File: src/rtl/burst_line_adaptor_pkg.sv
// burst_line_adaptor: shared state type and sizing helpers.
// Sizing helpers keep the top and line_buffer in agreement.
package adaptor_pkg;

    typedef enum logic [1:0] {
        IDLE,
        READ,
        WRITE,
        DONE
    } adaptor_state_t;

    function automatic int calc_beats(int line_w, int word_w);
        return line_w / word_w;
    endfunction

    function automatic int calc_idx_w(int beats);
        return (beats > 1) ? $clog2(beats) : 1;
    endfunction

    function automatic int calc_ofs(int line_w);
        return $clog2(line_w / 8);
    endfunction

endpackage

File: src/rtl/burst_line_adaptor_if.sv
// burst_line_adaptor: word-wide physical-memory port.
// master = adaptor side, slave = memory side.
interface burst_line_adaptor_if #(
    parameter int ADDR_W = 32,
    parameter int WORD_W = 32
) ();

    logic                  mem_read;
    logic                  mem_write;
    logic [ADDR_W-1:0]     mem_address;
    logic [WORD_W-1:0]     mem_wdata;
    logic [WORD_W/8-1:0]   mem_byte_enable;
    logic [WORD_W-1:0]     mem_rdata;
    logic                  mem_resp;

    modport master (
        output mem_read,
        output mem_write,
        output mem_address,
        output mem_wdata,
        output mem_byte_enable,
        input  mem_rdata,
        input  mem_resp
    );

    modport slave (
        input  mem_read,
        input  mem_write,
        input  mem_address,
        input  mem_wdata,
        input  mem_byte_enable,
        output mem_rdata,
        output mem_resp
    );

endinterface

File: src/rtl/burst_line_adaptor_buffer.sv
// line_buffer: one cacheline register with full-line load,
// word-indexed write, word-indexed read mux and sync clear.
module line_buffer
    import adaptor_pkg::*;
#(
    parameter int LINE_W = 256,
    parameter int WORD_W = 32,
    localparam int BEATS = calc_beats(LINE_W, WORD_W),
    localparam int IDX_W = calc_idx_w(BEATS)
) (
    input  logic              clk,
    input  logic              clr,
    input  logic              load_en,
    input  logic [LINE_W-1:0] load_data,
    input  logic              wr_en,
    input  logic [IDX_W-1:0]  wr_idx,
    input  logic [WORD_W-1:0] wr_data,
    input  logic [IDX_W-1:0]  rd_idx,
    output logic [WORD_W-1:0] rd_data,
    output logic [LINE_W-1:0] line
);

    logic [LINE_W-1:0] line_q;

    always_ff @(posedge clk) begin
        if (clr) begin
            line_q <= '0;
        end else if (load_en) begin
            line_q <= load_data;
        end else if (wr_en) begin
            for (int k = 0; k < BEATS; k++) begin
                if (wr_idx == IDX_W'(k)) begin
                    line_q[k*WORD_W +: WORD_W] <= wr_data;
                end
            end
        end
    end

    always_comb begin
        rd_data = '0;
        for (int k = 0; k < BEATS; k++) begin
            if (rd_idx == IDX_W'(k)) begin
                rd_data = line_q[k*WORD_W +: WORD_W];
            end
        end
    end

    assign line = line_q;

endmodule

File: src/rtl/burst_line_adaptor.sv
// burst_line_adaptor: turns one cacheline request into a
// handshaked burst of word beats on the memory port.
module burst_line_adaptor
    import adaptor_pkg::*;
#(
    parameter int LINE_W = 256,
    parameter int WORD_W = 32,
    parameter int ADDR_W = 32
) (
    input  logic                 clk,
    input  logic                 rst,
    input  logic                 line_read,
    input  logic                 line_write,
    input  logic [ADDR_W-1:0]    line_addr,
    input  logic [LINE_W-1:0]    line_wdata,
    output logic [LINE_W-1:0]    line_rdata,
    output logic                 line_resp,
    burst_line_adaptor_if.master mem
);

    localparam int BEATS = calc_beats(LINE_W, WORD_W);
    localparam int IDX_W = calc_idx_w(BEATS);
    localparam int OFS   = calc_ofs(LINE_W);

    localparam logic [ADDR_W-1:0] OFS_MASK = ADDR_W'((1 << OFS) - 1);
    localparam logic [ADDR_W-1:0] STRIDE   = ADDR_W'(WORD_W / 8);
    localparam logic [IDX_W-1:0]  LAST     = IDX_W'(BEATS - 1);

    if ((LINE_W % WORD_W) != 0 || (WORD_W % 8) != 0) begin : g_bad_params
        $error("burst_line_adaptor: bad LINE_W/WORD_W combination");
    end

    adaptor_state_t    state_q, state_d;
    logic [IDX_W-1:0]  beat_q, beat_d;
    logic [ADDR_W-1:0] base_q, base_d;
    logic              load_en;
    logic              wr_en;
    logic              busy;
    logic [WORD_W-1:0] rd_word;

    always_ff @(posedge clk) begin
        if (rst) begin
            state_q <= IDLE;
            beat_q  <= '0;
            base_q  <= '0;
        end else begin
            state_q <= state_d;
            beat_q  <= beat_d;
            base_q  <= base_d;
        end
    end

    always_comb begin
        state_d = state_q;
        beat_d  = beat_q;
        base_d  = base_q;
        load_en = 1'b0;
        wr_en   = 1'b0;
        unique case (state_q)
            IDLE: begin
                if (line_read || line_write) begin
                    base_d  = line_addr & ~OFS_MASK;
                    beat_d  = '0;
                    state_d = line_read ? READ : WRITE;
                    load_en = !line_read;
                end
            end
            READ, WRITE: begin
                if (mem.mem_resp) begin
                    wr_en = (state_q == READ);
                    if (beat_q == LAST) begin
                        state_d = DONE;
                    end else begin
                        beat_d = beat_q + 1'b1;
                    end
                end
            end
            DONE: begin
                state_d = IDLE;
            end
            default: begin
                state_d = IDLE;
            end
        endcase
    end

    line_buffer #(
        .LINE_W(LINE_W),
        .WORD_W(WORD_W)
    ) u_buf (
        .clk      (clk),
        .clr      (rst),
        .load_en  (load_en),
        .load_data(line_wdata),
        .wr_en    (wr_en),
        .wr_idx   (beat_q),
        .wr_data  (mem.mem_rdata),
        .rd_idx   (beat_q),
        .rd_data  (rd_word),
        .line     (line_rdata)
    );

    // Memory outputs decode registered state only; no path from line_* inputs.
    assign busy                = (state_q == READ) || (state_q == WRITE);
    assign mem.mem_read        = (state_q == READ);
    assign mem.mem_write       = (state_q == WRITE);
    assign mem.mem_address     = busy ? base_q + ADDR_W'(beat_q) * STRIDE : '0;
    assign mem.mem_wdata       = (state_q == WRITE) ? rd_word : '0;
    assign mem.mem_byte_enable = busy ? '1 : '0;
    assign line_resp           = (state_q == DONE);

endmodule

File: src/flat_wrapper.sv
// flat-port wrapper written by rule: the top's interface ports become plain ports
module burst_line_adaptor_flat import adaptor_pkg::*;
#(
    parameter int LINE_W = 256,
    parameter int WORD_W = 32,
    parameter int ADDR_W = 32
)
  (clk, rst, line_read, line_write, line_addr, line_wdata, line_rdata, line_resp, mem_mem_read, mem_mem_write, mem_mem_address, mem_mem_wdata, mem_mem_byte_enable, mem_mem_rdata, mem_mem_resp);
  burst_line_adaptor_if #(.ADDR_W(ADDR_W), .WORD_W(WORD_W)) mem_i ();
  input  logic clk;
  input  logic rst;
  input  logic line_read;
  input  logic line_write;
  input  logic [ADDR_W-1:0] line_addr;
  input  logic [LINE_W-1:0] line_wdata;
  output logic [LINE_W-1:0] line_rdata;
  output logic line_resp;
  output wire logic [$bits(mem_i.mem_read)-1:0] mem_mem_read;
  output wire logic [$bits(mem_i.mem_write)-1:0] mem_mem_write;
  output wire logic [$bits(mem_i.mem_address)-1:0] mem_mem_address;
  output wire logic [$bits(mem_i.mem_wdata)-1:0] mem_mem_wdata;
  output wire logic [$bits(mem_i.mem_byte_enable)-1:0] mem_mem_byte_enable;
  input wire logic [$bits(mem_i.mem_rdata)-1:0] mem_mem_rdata;
  input wire logic [$bits(mem_i.mem_resp)-1:0] mem_mem_resp;
  assign mem_mem_read = mem_i.mem_read;
  assign mem_mem_write = mem_i.mem_write;
  assign mem_mem_address = mem_i.mem_address;
  assign mem_mem_wdata = mem_i.mem_wdata;
  assign mem_mem_byte_enable = mem_i.mem_byte_enable;
  assign mem_i.mem_rdata = mem_mem_rdata;
  assign mem_i.mem_resp = mem_mem_resp;
  burst_line_adaptor #(.LINE_W(LINE_W), .WORD_W(WORD_W), .ADDR_W(ADDR_W)) u_core (.clk(clk), .rst(rst), .line_read(line_read), .line_write(line_write), .line_addr(line_addr), .line_wdata(line_wdata), .line_rdata(line_rdata), .line_resp(line_resp), .mem(mem_i));
endmodule
File: config.mk
export PLATFORM = sky130hd
export DESIGN_NAME = burst_line_adaptor_flat
export DESIGN_NICKNAME = d
export VERILOG_FILES = /design/src/rtl/burst_line_adaptor_pkg.sv /design/src/rtl/burst_line_adaptor_if.sv /design/src/rtl/burst_line_adaptor_buffer.sv /design/src/rtl/burst_line_adaptor.sv /design/src/flat_wrapper.sv
export SDC_FILE = /design/constraint.sdc
export NUM_CORES = 1
export LEC_CHECK = 0
export ABC_AREA = 1
export CAP_MARGIN = 20
export CELL_PAD_IN_SITES_DETAIL_PLACEMENT = 0
export CELL_PAD_IN_SITES_GLOBAL_PLACEMENT = 1
export CORE_AREA = 2 2 257 259
export DETAILED_ROUTE_END_ITERATION = 8
export DIE_AREA = 0 0 259 261
export GPL_TIMING_DRIVEN = 1
export PLACE_DENSITY_LB_ADDON = 0.1
export SETUP_SLACK_MARGIN = 0.02
export SYNTH_ARGS = -nofsm -noshare
export SYNTH_HDL_FRONTEND = slang
export SYNTH_SLANG_ARGS = --single-unit
export TNS_END_PERCENT = 20
File: constraint.sdc
create_clock -name clk -period 5.3 [get_ports clk]
set_input_delay 0.795 -clock clk [delete_from_list [all_inputs] [get_ports clk]]
set_output_delay 0.795 -clock clk [all_outputs]
set_load 0.1 [all_outputs]
==> metrics list, run 1 <==
- Result of the run: finished clean
* Number of hold buffers added after cts: 0
- Tightest slew margin relative to the limit: 0.195
* Logic pwr share: 0.557
- Among the stages of the critical path, the cell type that occurs most often is nand2_1.
- Layout cell share with drive strength beyond 1: 0.0714
- The number of global-route vias before repair was between 15k and 20k.
- After floorplanning, the core was sized to cover between 60000 and 70000 µm².
- Peak supply drop: a little under 0.0007 V
* Deepest level of the CTS H-tree: 2
* Min cycle time layout: between 4 and 5 ns
- Startpoint types: flop
- Maximum buffer depth of the clock tree: 3
* Netlist area before placement: approximately 15000 µm²
- Fraction of synthesis flops using an asynchronous set or reset pin: 0
- For the pin with the worst max-slew slack, the measured transition is about 1.2 ns.
* Power spent charging and discharging nets: 0.00672 W
* Ports placed on the boundary: approximately 650
* Weighted congestion at the end of routability-driven global placement: 0.837
- The max-slew violation count came to 0.
- The number of antenna violations at the first check in global routing was 9.
- The critical path goes through inv_1 > ha_1 > buf_4 > nand2_2 > inv_2 > nand2_1 > nand2_1 > inv_1 > nand2_1 > nand2_1 > a21oi_1 > buf_12.
* Final Net Count: ~3.2k
- Clk pwr share: 0.215
- Power spread over the standard cell area amounts to between 500 and 600 nW/µm².
- CP Capture Point: mem_mem_wdata[14]
* Horiz. Die Dim: 259 µm
* Reported max-cap violation count: 0
- CTS clock-pin slew for the worst setup and hold paths: 0.06 ns
- Clock tree synthesis inserted a total of 40 buffers.
* Initial core utilization: 0.234
* Number of sinks handled by clock tree synthesis: around 290
- For this run, the total global-route usage over all layers was measured as 0.255.
- After the first detailed-routing iteration, the DRC count stood at between 1k and 1.5k.
* Count of instances resized after the clock tree is built: 0
* Dominant synthesized flop cell: dfxtp_1
- CP endpoint kind: output pin
- The floorplan step set the die height to between 200 and 300 µm.
- The die covers around 68000 µm².
* Period utilization: 0.863
- On the worst path, the slowest cell contributes a delay of 0.70 ns.
- In this run the number of cells on the critical path is 12.
- After clock tree synthesis, the setup repair step added 0 buffers.
- Number of standard cells after synthesis: ~2.3k
- In this run, placement finished with an instance count of around 3.6k.
- On the final layout, the worst clock skew is ~0.0095 ns.
- Per-cell via count in the routed design: between 4 and 5
- Largest fanout on the critical path: 33
- Post-synthesis sequential area ratio: 0.379
- Of the total power, the share spent switching nets is 0.543.
- CTS placed an instance of clkbuf_16 at the clock tree root.
- Adding up every negative setup slack in the final design gives 0 ns.
- Detailed-placement wirelength estimate: 64.9 mm
- The setup check on the worst reg-to-reg path leaves a slack of 1.47 ns.
- Data on the critical path is required at its endpoint by 4.51 ns.
* EDFF count, synth: 0
- Clock tree from TritonCTS: built
- Summing all placed instances gives a cell area of about 22000 µm².
* Number of setup violations in the final report: 0
- Before antenna repair, the detailed router went through 7 iterations.
- Data arrives at the worst endpoint at about 3.8 ns.
* Number of synthesized register bits: 288
- In this run the critical register-to-register path is launched from u_core.state_q[0]$_SDFFE_PP0P_.
- The first global-routing pass estimated ~130 mm of wire.
* Remaining Overflow, GRT: 0
* Post-route non-filler standard cell count: about 3.7k
* Clock latency at the later pin of the worst-skew pair: between 0.5 and 0.6 ns
- Class of the tightest hold or removal check: reg2reg
- WP buf/inv: 5
- Final-report hold violation count: 0
* Wire length per cell: ~24 µm
- Average size of a mapped cell: 6.64 µm²
- Internal power: 0.00566 W
- Sum of internal, switching and leakage power: 0.0124 W
- Setup repair after global routing left no endpoint under its margin.
- The Yosys step of the flow raised 0 warnings.
- Worst Path Class, Setup: reg2out
- Final instance area: 23500 µm²
- The number of different library cells used by synthesis comes to 33.
- Among all stages on the critical path, the largest delay is contributed by inv_2.
* Residual DRC count: 0
* Sequential share of power: 0.228
- Number of nets still failing antenna checks after routing: 0
* Total number of vias: around 18k
- The worst register-to-register path ends at u_core.u_buf.line[11]$_SDFFE_PP0P_.
- The number of cells on the worst reg-to-reg path is 10.
- In this run the worst setup path begins at u_core.beat_q[0]$_SDFFE_PP0P_.
- Input and output buffers added on the ports amount to between 600 and 700.
- The initialized floorplan defines between 90 and 100 standard-cell rows.
- Entering global routing, the biggest net connects 103 pins.
- Leakage power: 9.03 nW
- Highest clock rate: around 0.22 GHz
* WL final: 90.0 mm
* Area growth from synthesis to layout: 54.7%
* Delay-heaviest family, CP: buffers and inverters
power by group through the flow:
stage / clock network (W) / logic, W / registers (W)
floorplan: 0 / 0.00277 / 0.00485
CTS: 0.00272 / 0.00698 / 0.00282
global placement: 0 / 0.00695 / 0.00285
detailed placement: 0 / 0.00696 / 0.00286
finish: 0.00266 / 0.00690 / 0.00282
global route: 0.00281 / 0.00724 / 0.00287
synth_stat cells, types with 5 or more instances:
master	n	area, µm²
a21oi_1	216	1080
a31oi_1	166	1040
buf_1	7	26.3
buf_2	61	305
buf_4	44	330
buf_6	11	124
clkbuf_1	66	248
dfxtp_1	288	5770
ha_1	10	125
inv_1	137	514
inv_2	9	33.8
inv_4	5	31.3
nand2_1	626	2350
nand2_2	21	131
nand3_1	162	811
nor2_1	139	522
nor3_1	72	360
o21ai_0	166	831
o21ai_1	29	145
or2_2	33	206
flip-flops by register name (all words and copies together) (netlist names):
register and flops:
u_core.base_q 27, u_core.beat_q 3, u_core.state_q 2, u_core.u_buf.line 256
worst reg2reg max path, stage by stage, from the launching register on:
cell     delay (ns)
dfxtp_1        0.36
inv_1          0.09
ha_1           0.28
buf_4          0.40
nand3_4        0.67
inv_4          0.45
nand2_4        0.26
nand2_2        0.59
inv_2          0.38
nand2_1        0.15
a21oi_1        0.07
layout make-up:
class                           count  area [µm²]
Timing Repair Buffer              672        7010
Fill cell                        7003       41500
Sequential cell                   288        5770
Multi-Input combinational cell   1659        7810
Clock inverter                      6        37.5
Clock buffer                       65        1210
Tap cell                          864        1080
Antenna cell                        4        10.0
Inverter                          154         594
placed cells by master (no fill, tap or decap), drive strengths merged, types with 4 or more instances in the layout:
master / count
nand2: 649
a31oi: 166
inv: 154
a21oi: 223
nand3: 163
o21ai: 196
clkbuf: 65
or2: 33
diode: 4
clkdlybuf4s50: 611
nor2: 141
dfxtp: 288
nor3: 72
clkinv: 6
ha: 10
buf: 61
cells by family (layout without fill, tap and decap cells):
family / count (synthesis) / count (layout) / share of synthesized area
other: 1 / 6 / 0.000247
DFF: 288 / 288 / 0.379
and+or+nand+nor: 1058 / 1058 / 0.291
AOI/OAI and AO/OA: 589 / 589 / 0.213
adders and majority gates: 10 / 10 / 0.00823
buffers and inverters: 344 / 897 / 0.108
through the flow:
step	hold WS, ns	util	setup slack (ns)
final	0.478	0.362	0.728
after global routing	0.494	0.362	0.467
after detailed placement	0.471	0.342	1.11
after CTS	0.480	0.361	0.682
after global placement	0.463	0.342	1.18
after floorplan	0.478	-	1.37
per-layer routing:
layer  vias to the layer above  global-route usage  share of wire
met5                         -                   0        0.00058
met2                       615               0.477           0.52
li1                       8672                   -              -
met1                      8741               0.287           0.38
met3                       124              0.0511          0.061
met4                         8              0.0845          0.031
worst min path at each step:
| stage | startpoint | endpoint | depth (start not counted) | slack, ns |
|---|---|---|---|---|
| 3_5_place_dp | u_core.u_buf.line[84]$_SDFFE_PP0P_ | u_core.u_buf.line[84]$_SDFFE_PP0P_ | 2 | 0.47 |
| 2_1_floorplan | u_core.base_q[10]$_SDFFE_PP0P_ | u_core.base_q[10]$_SDFFE_PP0P_ | 2 | 0.48 |
| 3_3_place_gp | u_core.u_buf.line[109]$_SDFFE_PP0P_ | u_core.u_buf.line[109]$_SDFFE_PP0P_ | 2 | 0.46 |
| 4_1_cts | u_core.u_buf.line[84]$_SDFFE_PP0P_ | u_core.u_buf.line[84]$_SDFFE_PP0P_ | 2 | 0.48 |
| 6_report | u_core.u_buf.line[81]$_SDFFE_PP0P_ | u_core.u_buf.line[81]$_SDFFE_PP0P_ | 2 | 0.48 |
| 5_1_grt | u_core.u_buf.line[81]$_SDFFE_PP0P_ | u_core.u_buf.line[81]$_SDFFE_PP0P_ | 2 | 0.49 |
Power figures use the tool's default switching activity.
==> run 2, diff against run 1 <==
--- a/config.mk
+++ b/config.mk
@@ -14,7 +14,7 @@
 export DIE_AREA = 0 0 259 261
 export GPL_TIMING_DRIVEN = 1
 export PLACE_DENSITY_LB_ADDON = 0.1
-export SETUP_SLACK_MARGIN = 0.02
+export SETUP_SLACK_MARGIN = 0.15
 export SYNTH_ARGS = -nofsm -noshare
 export SYNTH_HDL_FRONTEND = slang
 export SYNTH_SLANG_ARGS = --single-unit
==> results of run 2 <==
No change in the layout: final DEF, timing and power equal those of run 1.
